### config.mk
export PLATFORM = sky130hd
export DESIGN_NAME = arith_seq_unit
export DESIGN_NICKNAME = d
export VERILOG_FILES = /design/src/rtl/arith_seq_unit.sv
export SDC_FILE = /design/constraint.sdc
export NUM_CORES = 2
export LEC_CHECK = 0
export CAP_MARGIN = 20
export CORE_ASPECT_RATIO = 0.6
export CORE_MARGIN = 2
export CORE_UTILIZATION = 40
export CTS_CLUSTER_DIAMETER = 120
export DETAILED_ROUTE_END_ITERATION = 16
export SETUP_SLACK_MARGIN = 0.15
export SYNTH_ARGS = -nofsm -noshare
export SYNTH_HDL_FRONTEND = slang
export SYNTH_SLANG_ARGS = --single-unit
### constraint.sdc
create_clock -name clk -period 7.61 [get_ports clk]
set_input_delay 0.761 -clock clk [delete_from_list [all_inputs] [get_ports clk]]
set_output_delay 0.761 -clock clk [all_outputs]
set_load 0.02 [all_outputs]
### src/rtl/arith_seq_unit.sv
// ============================================================================
// Module   : arith_seq_unit
// Brief    : Registered multi-cycle signed add/sub/mul/div unit with
//            valid/ready request and result handshakes. Division is an
//            iterative restoring divider producing one quotient bit per cycle.
// Options  : ARITH_SEQ_DIVZ_FLAG_EN - adds the divz output flagging results
//            that came from a divide by zero.
// Revision : 1.0 - initial release
// ============================================================================
`default_nettype none

module arith_seq_unit #(
  parameter int WIDTH = 32
) (
  input  logic             clk,
  input  logic             rst,
  input  logic             in_valid,
  output logic             in_ready,
  input  logic [WIDTH-1:0] a,
  input  logic [WIDTH-1:0] b,
  input  logic [1:0]       sel,
  output logic             out_valid,
  input  logic             out_ready,
  output logic [WIDTH-1:0] r,
  output logic             busy
`ifdef ARITH_SEQ_DIVZ_FLAG_EN
  ,
  output logic             divz
`endif
);

  localparam int CNT_W = (WIDTH > 1) ? $clog2(WIDTH) : 1;

  typedef enum logic [2:0] {
    S_IDLE = 3'd0,
    S_CALC = 3'd1,
    S_DIV  = 3'd2,
    S_FIX  = 3'd3,
    S_DONE = 3'd4
  } state_t;

  state_t           state_q, state_d;

  logic [WIDTH-1:0] a_q, a_d;
  logic [WIDTH-1:0] b_q, b_d;
  logic [1:0]       sel_q, sel_d;
  logic [WIDTH-1:0] r_q, r_d;

  // Divider state: partial remainder and divisor magnitude carry one extra
  // bit so that |MIN| is representable; the quotient register starts out
  // holding the dividend magnitude and shifts quotient bits in from the right.
  logic [WIDTH:0]   rem_q, rem_d;
  logic [WIDTH:0]   dvs_q, dvs_d;
  logic [WIDTH-1:0] quo_q, quo_d;
  logic [CNT_W-1:0] cnt_q, cnt_d;

`ifdef ARITH_SEQ_DIVZ_FLAG_EN
  logic             divz_q, divz_d;
`endif

  logic             w_accept;
  logic             w_b_zero;
  logic [WIDTH:0]   w_a_ext, w_b_ext;
  logic [WIDTH:0]   w_mag_a, w_mag_b;
  logic [WIDTH:0]   w_trial;
  logic             w_ge;
  logic             w_neg;
  logic             w_unused;

  assign w_accept = in_valid && (state_q == S_IDLE);
  assign w_b_zero = (b == '0);

  // Magnitudes of the incoming operands, computed one bit wider than WIDTH.
  assign w_a_ext  = {a[WIDTH-1], a};
  assign w_b_ext  = {b[WIDTH-1], b};
  assign w_mag_a  = a[WIDTH-1] ? ((WIDTH+1)'(0) - w_a_ext) : w_a_ext;
  assign w_mag_b  = b[WIDTH-1] ? ((WIDTH+1)'(0) - w_b_ext) : w_b_ext;

  // One restoring step: shift the next dividend bit into the remainder and
  // subtract the divisor when it fits.
  assign w_trial  = {rem_q[WIDTH-1:0], quo_q[WIDTH-1]};
  assign w_ge     = (w_trial >= dvs_q);
  assign w_neg    = a_q[WIDTH-1] ^ b_q[WIDTH-1];

  // The remainder top bit and the dividend magnitude top bit never feed the
  // quotient (remainder stays below the divisor, |a| fits in WIDTH bits).
  assign w_unused = rem_q[WIDTH] ^ w_mag_a[WIDTH];

  assign r        = r_q;
`ifdef ARITH_SEQ_DIVZ_FLAG_EN
  assign divz     = divz_q;
`endif

  // State register.
  always_ff @(posedge clk or posedge rst) begin
    if (rst) begin
      state_q <= S_IDLE;
    end else begin
      state_q <= state_d;
    end
  end

  // Next-state logic and handshake outputs.
  always_comb begin
    state_d   = state_q;
    in_ready  = 1'b0;
    out_valid = 1'b0;
    busy      = 1'b1;
    case (state_q)
      S_IDLE: begin
        in_ready = 1'b1;
        busy     = 1'b0;
        if (in_valid) begin
          state_d = ((sel == 2'd3) && !w_b_zero) ? S_DIV : S_CALC;
        end
      end
      S_CALC: state_d = S_DONE;
      S_DIV: begin
        if (cnt_q == CNT_W'(WIDTH - 1)) begin
          state_d = S_FIX;
        end
      end
      S_FIX:  state_d = S_DONE;
      S_DONE: begin
        out_valid = 1'b1;
        if (out_ready) begin
          state_d = S_IDLE;
        end
      end
      default: state_d = S_IDLE;
    endcase
  end

  // Datapath next-state: operand capture, single-cycle ops, divider steps.
  always_comb begin
    a_d    = a_q;
    b_d    = b_q;
    sel_d  = sel_q;
    r_d    = r_q;
    rem_d  = rem_q;
    dvs_d  = dvs_q;
    quo_d  = quo_q;
    cnt_d  = cnt_q;
`ifdef ARITH_SEQ_DIVZ_FLAG_EN
    divz_d = divz_q;
`endif
    case (state_q)
      S_IDLE: begin
        if (w_accept) begin
          a_d   = a;
          b_d   = b;
          sel_d = sel;
          rem_d = '0;
          quo_d = w_mag_a[WIDTH-1:0];
          dvs_d = w_mag_b;
          cnt_d = '0;
        end
      end
      S_CALC: begin
        case (sel_q)
          2'd0:    r_d = a_q + b_q;
          2'd1:    r_d = a_q - b_q;
          2'd2:    r_d = a_q * b_q;
          default: r_d = '1;  // only divide-by-zero reaches CALC with sel=3
        endcase
`ifdef ARITH_SEQ_DIVZ_FLAG_EN
        divz_d = (sel_q == 2'd3);
`endif
      end
      S_DIV: begin
        rem_d = w_ge ? (w_trial - dvs_q) : w_trial;
        quo_d = {quo_q[WIDTH-2:0], w_ge};
        cnt_d = cnt_q + CNT_W'(1);
      end
      S_FIX: begin
        // MIN / -1 yields magnitude 2^(WIDTH-1), which wraps back to MIN.
        r_d = w_neg ? ('0 - quo_q) : quo_q;
`ifdef ARITH_SEQ_DIVZ_FLAG_EN
        divz_d = 1'b0;
`endif
      end
      default: ;
    endcase
  end

  // Datapath registers.
  always_ff @(posedge clk or posedge rst) begin
    if (rst) begin
      a_q    <= '0;
      b_q    <= '0;
      sel_q  <= '0;
      r_q    <= '0;
      rem_q  <= '0;
      dvs_q  <= '0;
      quo_q  <= '0;
      cnt_q  <= '0;
`ifdef ARITH_SEQ_DIVZ_FLAG_EN
      divz_q <= 1'b0;
`endif
    end else begin
      a_q    <= a_d;
      b_q    <= b_d;
      sel_q  <= sel_d;
      r_q    <= r_d;
      rem_q  <= rem_d;
      dvs_q  <= dvs_d;
      quo_q  <= quo_d;
      cnt_q  <= cnt_d;
`ifdef ARITH_SEQ_DIVZ_FLAG_EN
      divz_q <= divz_d;
`endif
    end
  end

endmodule

`default_nettype wire

Yosys cells after proc, flatten, opt, wreduce, memory -nomap -nowiden

Index checks and enable logic that the tools add are counted.

Output and inout port bits: 35
Register bits after elaboration: 203
Word-level logic and storage cells: 63
Input bits: 70

Magnitude comparators: 1
Eq/ne operators: 12
$mul: 1
$add $sub $neg: 7
Reduce and logical (&&, ||, !) cells: 12
Muxes and demuxes: 20
Bitwise logic cells: 1

Operator list:

| operator                                                              | number |
|---|---|
| 32-bit one-hot mux with 2 select lines                                | 3 |
| 32-bit two-way mux                                                    | 5 |
| 32-bit one-hot mux with 3 select lines                                | 1 |
| 1-bit by 32-bit subtractor with 32-bit output, first input constant   | 2 |
| 32-bit subtractor                                                     | 2 |
| 33-bit >= comparator                                                  | 1 |
| 33-bit two-way mux                                                    | 1 |
| 1-bit by 32-bit subtractor with 33-bit output, first input constant   | 1 |
| 32-bit adder                                                          | 1 |
| 32-bit logical NOT                                                    | 1 |
| 32-bit by 32-bit multiplier with 32-bit output                        | 1 |
| 3-bit one-hot mux with 4 select lines                                 | 1 |
| 5-bit one-hot mux with 2 select lines                                 | 1 |
| 3-bit two-way mux                                                     | 3 |
| 2-bit != test, second input constant                                  | 4 |
| 3-bit by 2-bit equality test with 1-bit output, second input constant | 2 |
| 5-bit by 1-bit adder with 5-bit output, second input constant         | 1 |
| 5-bit equality test, second input constant                            | 1 |
| 5-bit two-way mux                                                     | 1 |
| 2-bit equality test, second input constant                            | 2 |
| 2-bit AND reduction                                                   | 2 |
| 2-bit nonzero test                                                    | 2 |
| 3-bit by 1-bit equality test with 1-bit output, second input constant | 1 |
| 3-bit equality test, second input constant                            | 1 |
| 10 further kinds                                                      | 13 |

Logic depth before layout (Yosys ltp)

Depth after elaboration: 6
Gate-level depth with buffers: 29
Depth with buffers taken out: 26

Least setup slack after synthesis

OpenSTA, ideal clock, no wires.

Path type: register to register
From: register b_q[6]
To: register r_q[31], in the netlist r[31]
Arrival time: 7.085 ns
Data required time: 7.484 ns
Path buffers: 2
Setup time: 0.126 ns
Period minus slack after synthesis: 7.211 ns
Stages on the path, launching flop included: 27
Slack: 0.399 ns
Cells stage by stage: dfrtp_1 clkbuf_1 clkbuf_1 and2_1 fa_1 fa_1 fa_1 inv_1 fa_1 inv_1 fa_1 inv_1 fa_1 inv_1 fa_1 fa_1 ha_1 a21o_1 a21o_1 a21oi_1 a31o_2 o31ai_1 a31oi_1 o21ai_0 xnor2_1 nand2_1 a221o_1

Word-level cells in the longest chain between the ends: 3
Elaborated cells on any way between the ends: 5
Those cells by class: add/sub: 2; mul: 1; mux: 2

RTL lines:

| what                                                                         | RTL line | text |
|---|---|---|
| start: declaration                                                           | 45       | `logic [WIDTH-1:0] b_q, b_d;` |
| start signal: assignment                                                     | 190      | `b_q <= '0;` |
| start signal: assignment                                                     | 202      | `b_q <= b_d;` |
| 32-bit by 32-bit multiplier with 32-bit output, or another cell as far along | 163      | `2'd2: r_d = a_q * b_q;` |
| 32-bit one-hot mux with 3 select lines *                                     | 160      | `case (sel_q)` |
| 32-bit one-hot mux with 2 select lines *                                     | 147      | `case (state_q)` |
| end signal: assignment                                                       | 204      | `r_q <= r_d;` |
| end: declaration                                                             | 47       | `logic [WIDTH-1:0] r_q, r_d;` |

Every way passes the cells marked *; elsewhere a longest branch is shown, timed or not.
A chain may end at the register's enable or synchronous reset.

Worst setup path after layout

From: register b_q[16]
To: register r_q[31], in the netlist r[31]

The elaborated chain is that of the path after synthesis.

==> impl_results.rst <==
.. list-table::
   :header-rows: 1

   * - Metric
     - Value
   * - Result of the run
     - finished, final reports clean
   * - Antenna Violating Nets Remaining
     - 0
   * - Area Growth Syn to Fin
     - 11.42%
   * - Uppermost layer routed
     - met5
   * - DIE HEIGHT
     - roughly 220 microns
   * - Net count after synthesis
     - 4133
   * - Std-Cell Rows
     - between 70 and 80
   * - Setup repair after global routing missed its margin
     - yes
   * - Nature of the critical path startpoint
     - flop
   * - WL/cell
     - ~21 microns
   * - Sequential fraction of the synthesis area
     - 0.1690
   * - Endpoint type of the worst setup path
     - flop
   * - Netlist area before placement
     - between 0.02 and 0.03 sq mm
   * - DRC violation count after routing
     - 0
   * - Highest Clock Rate
     - roughly 140 MHz
   * - Share of cells above drive strength 1
     - 0.06268
   * - Setup slack at placement
     - around 0.28 ns
   * - Sinks on Clock Net
     - between 200 and 250
   * - Floorplan die area
     - a little under 0.08 sq mm
   * - Fillers
     - 7311
   * - Via-to-Cell Ratio
     - about 5.4
   * - Mean instance size in the synthesized netlist
     - 8.648 sq um
   * - Final worst-path setup slack
     - 0.3586 ns
   * - Total routing resource utilization after global routing
     - 0.2544
   * - Number of global-route vias before repair
     - 24040
   * - GP Congestion
     - 0.9466
   * - Num CTS Buffers
     - 23
   * - Detailed-router iteration count before antenna repair
     - 5
   * - Met1 WL
     - roughly 47000 microns
   * - Maximum number of pins on one net before global-route repair
     - 140
   * - Data required time of the worst path
     - 8.05 ns
   * - Number of enable-type register cells in the synthesized netlist
     - 0
   * - Most common flop cell mapped by yosys
     - sky130_fd_sc_hd__dfrtp_1
   * - Worst Path Max Fanout
     - 17
   * - Slew Limit Fails
     - 0
   * - Later-pin clock latency in the skew report
     - about 0.57 ns
   * - Initial antenna violation count
     - 1
   * - Number of port buffers
     - about 100
   * - Share of synthesized flip-flops with an asynchronous set or reset
     - 1.000
   * - Total global routing overflow
     - 0
   * - Final Hold Violating Endpoints
     - 0
   * - Total met3 wirelength after detailed routing
     - 7363 microns
   * - Minimum clock period
     - between 7 and 8 ns
   * - Clock edge transition at the registers on the reported setup and hold paths
     - ~0.070 ns
   * - Maximum level of the CTS H-tree
     - 1
   * - Crit path DAT
     - between 7 and 8 ns
   * - Starting density of the core
     - 0.4053
   * - Yosys Warn Count
     - 0
   * - HPWL after DPL
     - between 70000 and 80000 microns
   * - Register bit count reported by yosys
     - 202
   * - Clock root buffer master
     - sky130_fd_sc_hd__clkbuf_16
   * - DRC violation total after the first TritonRoute iteration
     - around 2000
   * - I/O Pins
     - 105
   * - Routed wire length on met2
     - ~40000 microns
   * - Final period utilization
     - 0.9529
   * - Post-synthesis instance total
     - 3459
   * - Fin Setup TNS
     - 0 ns
   * - Max capacitance violation total
     - 0
   * - Worst slew pin tran
     - between 1 and 1.5 ns
   * - Clk buf depth
     - 3
   * - Relative max-transition margin
     - 0.2675
   * - Drt total wl
     - a little under 100000 microns
   * - Via total after detailed routing
     - around 24000
   * - Path class of the lowest-slack min-delay path
     - reg2reg
   * - Net total in the final layout
     - ~4200
   * - Area inside the core boundary
     - about 0.074 sq mm
   * - Post-Route Skew
     - roughly 0.024 ns
   * - CTS tree
     - yes
   * - Worst Path Class, Setup
     - reg2reg
   * - Netlist cell types
     - a little under 80
   * - Final setup violation count
     - 0
   * - Chip width
     - 357.0 microns
   * - Global-route wire length before repair
     - 150800 microns
[synthesized netlist by cell type, drive strengths merged (102+ instances only)]
library cell | count | share of area
fa | 410 | 0.27
nor2 | 102 | 0.013
dfrtp | 202 | 0.17
clkbuf | 181 | 0.023
a21oi | 115 | 0.019
xor2 | 123 | 0.036
nand2 | 537 | 0.067
xnor2 | 133 | 0.039
inv | 442 | 0.055
and2 | 312 | 0.065
o21ai | 191 | 0.032
ha | 194 | 0.081
[stage by stage]
stage	hold WS [ns]	area, sq um	utilization	cells
2_1_floorplan	0.4494	29910	-	3459
3_3_place_gp	0.4618	32500	0.4404	4489
3_5_place_dp	0.4714	32500	0.4404	4489
4_1_cts	0.4843	33240	0.4505	4528
5_1_grt	0.5062	33330	0.4516	4529
6_report	0.4799	33330	0.4516	4530
[flip-flops by register name, indices dropped and copies added, names as in the netlist]
register and flops:
dvs_q 32, rem_q 32, state_q 3, sel_q 2
b_q 32, r 32, cnt_q 5, quo_q 32
a_q 32
[kinds of logic (layout without fill, tap and decap cells)]
family,after synthesis,in the layout,synth area share
compound gates,561,561,0.1188
mux,32,32,0.01083
buf+inv,635,718,0.08019
flops,202,202,0.1690
xor+xnor,256,256,0.07496
other cells,0,1,0
simple gates,1169,1169,0.1907
fa+ha+maj,604,604,0.3555
[cells in the final DEF, fill, tap and decap left out, types with 12 or more instances in the layout]
master,count
sky130_fd_sc_hd__o41ai_1,12
sky130_fd_sc_hd__xor2_1,123
sky130_fd_sc_hd__dfrtp_1,193
sky130_fd_sc_hd__nor4_1,13
sky130_fd_sc_hd__o31ai_1,32
sky130_fd_sc_hd__buf_4,129
sky130_fd_sc_hd__nor3_1,33
sky130_fd_sc_hd__o211ai_1,13
sky130_fd_sc_hd__a22oi_1,39
sky130_fd_sc_hd__xnor2_1,133
sky130_fd_sc_hd__o21ai_0,186
sky130_fd_sc_hd__nor2b_1,13
sky130_fd_sc_hd__and3_1,15
sky130_fd_sc_hd__mux2i_1,29
sky130_fd_sc_hd__nor2_1,100
sky130_fd_sc_hd__and2_1,311
sky130_fd_sc_hd__a21oi_1,113
sky130_fd_sc_hd__clkbuf_16,23
sky130_fd_sc_hd__ha_1,191
sky130_fd_sc_hd__nand4_1,13
sky130_fd_sc_hd__clkdlybuf4s50_1,104
sky130_fd_sc_hd__nand2_1,536
sky130_fd_sc_hd__a21o_1,47
sky130_fd_sc_hd__nand3_1,50
sky130_fd_sc_hd__fa_1,410
sky130_fd_sc_hd__nand2b_1,24
sky130_fd_sc_hd__inv_1,441
sky130_fd_sc_hd__or3_1,17
sky130_fd_sc_hd__a31oi_1,20
[worst paths after layout]
kind | depth (start not counted) | slack [ns] | to | startpoint
max | 21 | 0.36 | r[31]$_DFFE_PP0P_ | b_q[16]$_DFFE_PP0P_
min | 2 | 0.48 | dvs_q[15]$_DFFE_PP0P_ | dvs_q[15]$_DFFE_PP0P_
max reg2reg | 21 | 0.36 | r[31]$_DFFE_PP0P_ | b_q[16]$_DFFE_PP0P_
min reg2reg | 2 | 0.48 | dvs_q[15]$_DFFE_PP0P_ | dvs_q[15]$_DFFE_PP0P_
max in group asynchronous | 3 | 5.64 | rem_q[27]$_DFFE_PP0P_ | rst
min in group asynchronous | 2 | 0.63 | cnt_q[3]$_DFFE_PP0P_ | rst
[worst max-delay path, stage by stage (launching register included)]
cell and delay, ns:
sky130_fd_sc_hd__dfrtp_1 0.88, sky130_fd_sc_hd__and2_1 0.25, sky130_fd_sc_hd__fa_1 0.43, sky130_fd_sc_hd__fa_1 0.52
sky130_fd_sc_hd__inv_1 0.05, sky130_fd_sc_hd__fa_1 0.46, sky130_fd_sc_hd__fa_1 0.50, sky130_fd_sc_hd__fa_1 0.54
sky130_fd_sc_hd__inv_1 0.05, sky130_fd_sc_hd__fa_1 0.44, sky130_fd_sc_hd__fa_1 0.55, sky130_fd_sc_hd__fa_1 0.45
sky130_fd_sc_hd__ha_1 0.41, sky130_fd_sc_hd__o2bb2ai_1 0.29, sky130_fd_sc_hd__a31o_2 0.14, sky130_fd_sc_hd__o31ai_1 0.07
sky130_fd_sc_hd__buf_4 0.16, sky130_fd_sc_hd__a31oi_2 0.23, sky130_fd_sc_hd__o21ai_2 0.09, sky130_fd_sc_hd__xnor2_1 0.18
sky130_fd_sc_hd__nand2_1 0.07, sky130_fd_sc_hd__a221o_1 0.36
[metal layers]
metal | GRT usage | vias to the layer above
li1 | - | 11230
met1 | 0.4060 | 12280
met2 | 0.3539 | 793
met3 | 0.04812 | 109
met4 | 0.04230 | 2
met5 | 0.01438 | -
[final cells by class]
class | instances | area (sq um) | share of cell area
clock inverters | 10 | 112.6 | 0.003379
diodes | 1 | 2.502 | 0.00007508
clock buffers | 29 | 628.1 | 0.01885
repair buffers | 237 | 2097 | 0.06292
well taps | 987 | 1235 | 0.03705
multi-input cells | 2622 | 22520 | 0.6757
flip-flops and latches | 202 | 5066 | 0.1520
inverters | 442 | 1667 | 0.05001
[repair_timing]
item,4_1_cts,5_1_grt
gates resized for setup,0,20
endpoints found under the setup margin,0,7
setup buffers,0,0
hold buffers,0,0
endpoints found under the hold margin,0,0
Power is left out: the tool's default activity adds up to more than one toggle a clock period on the data nets, which glitch-free logic cannot reach.
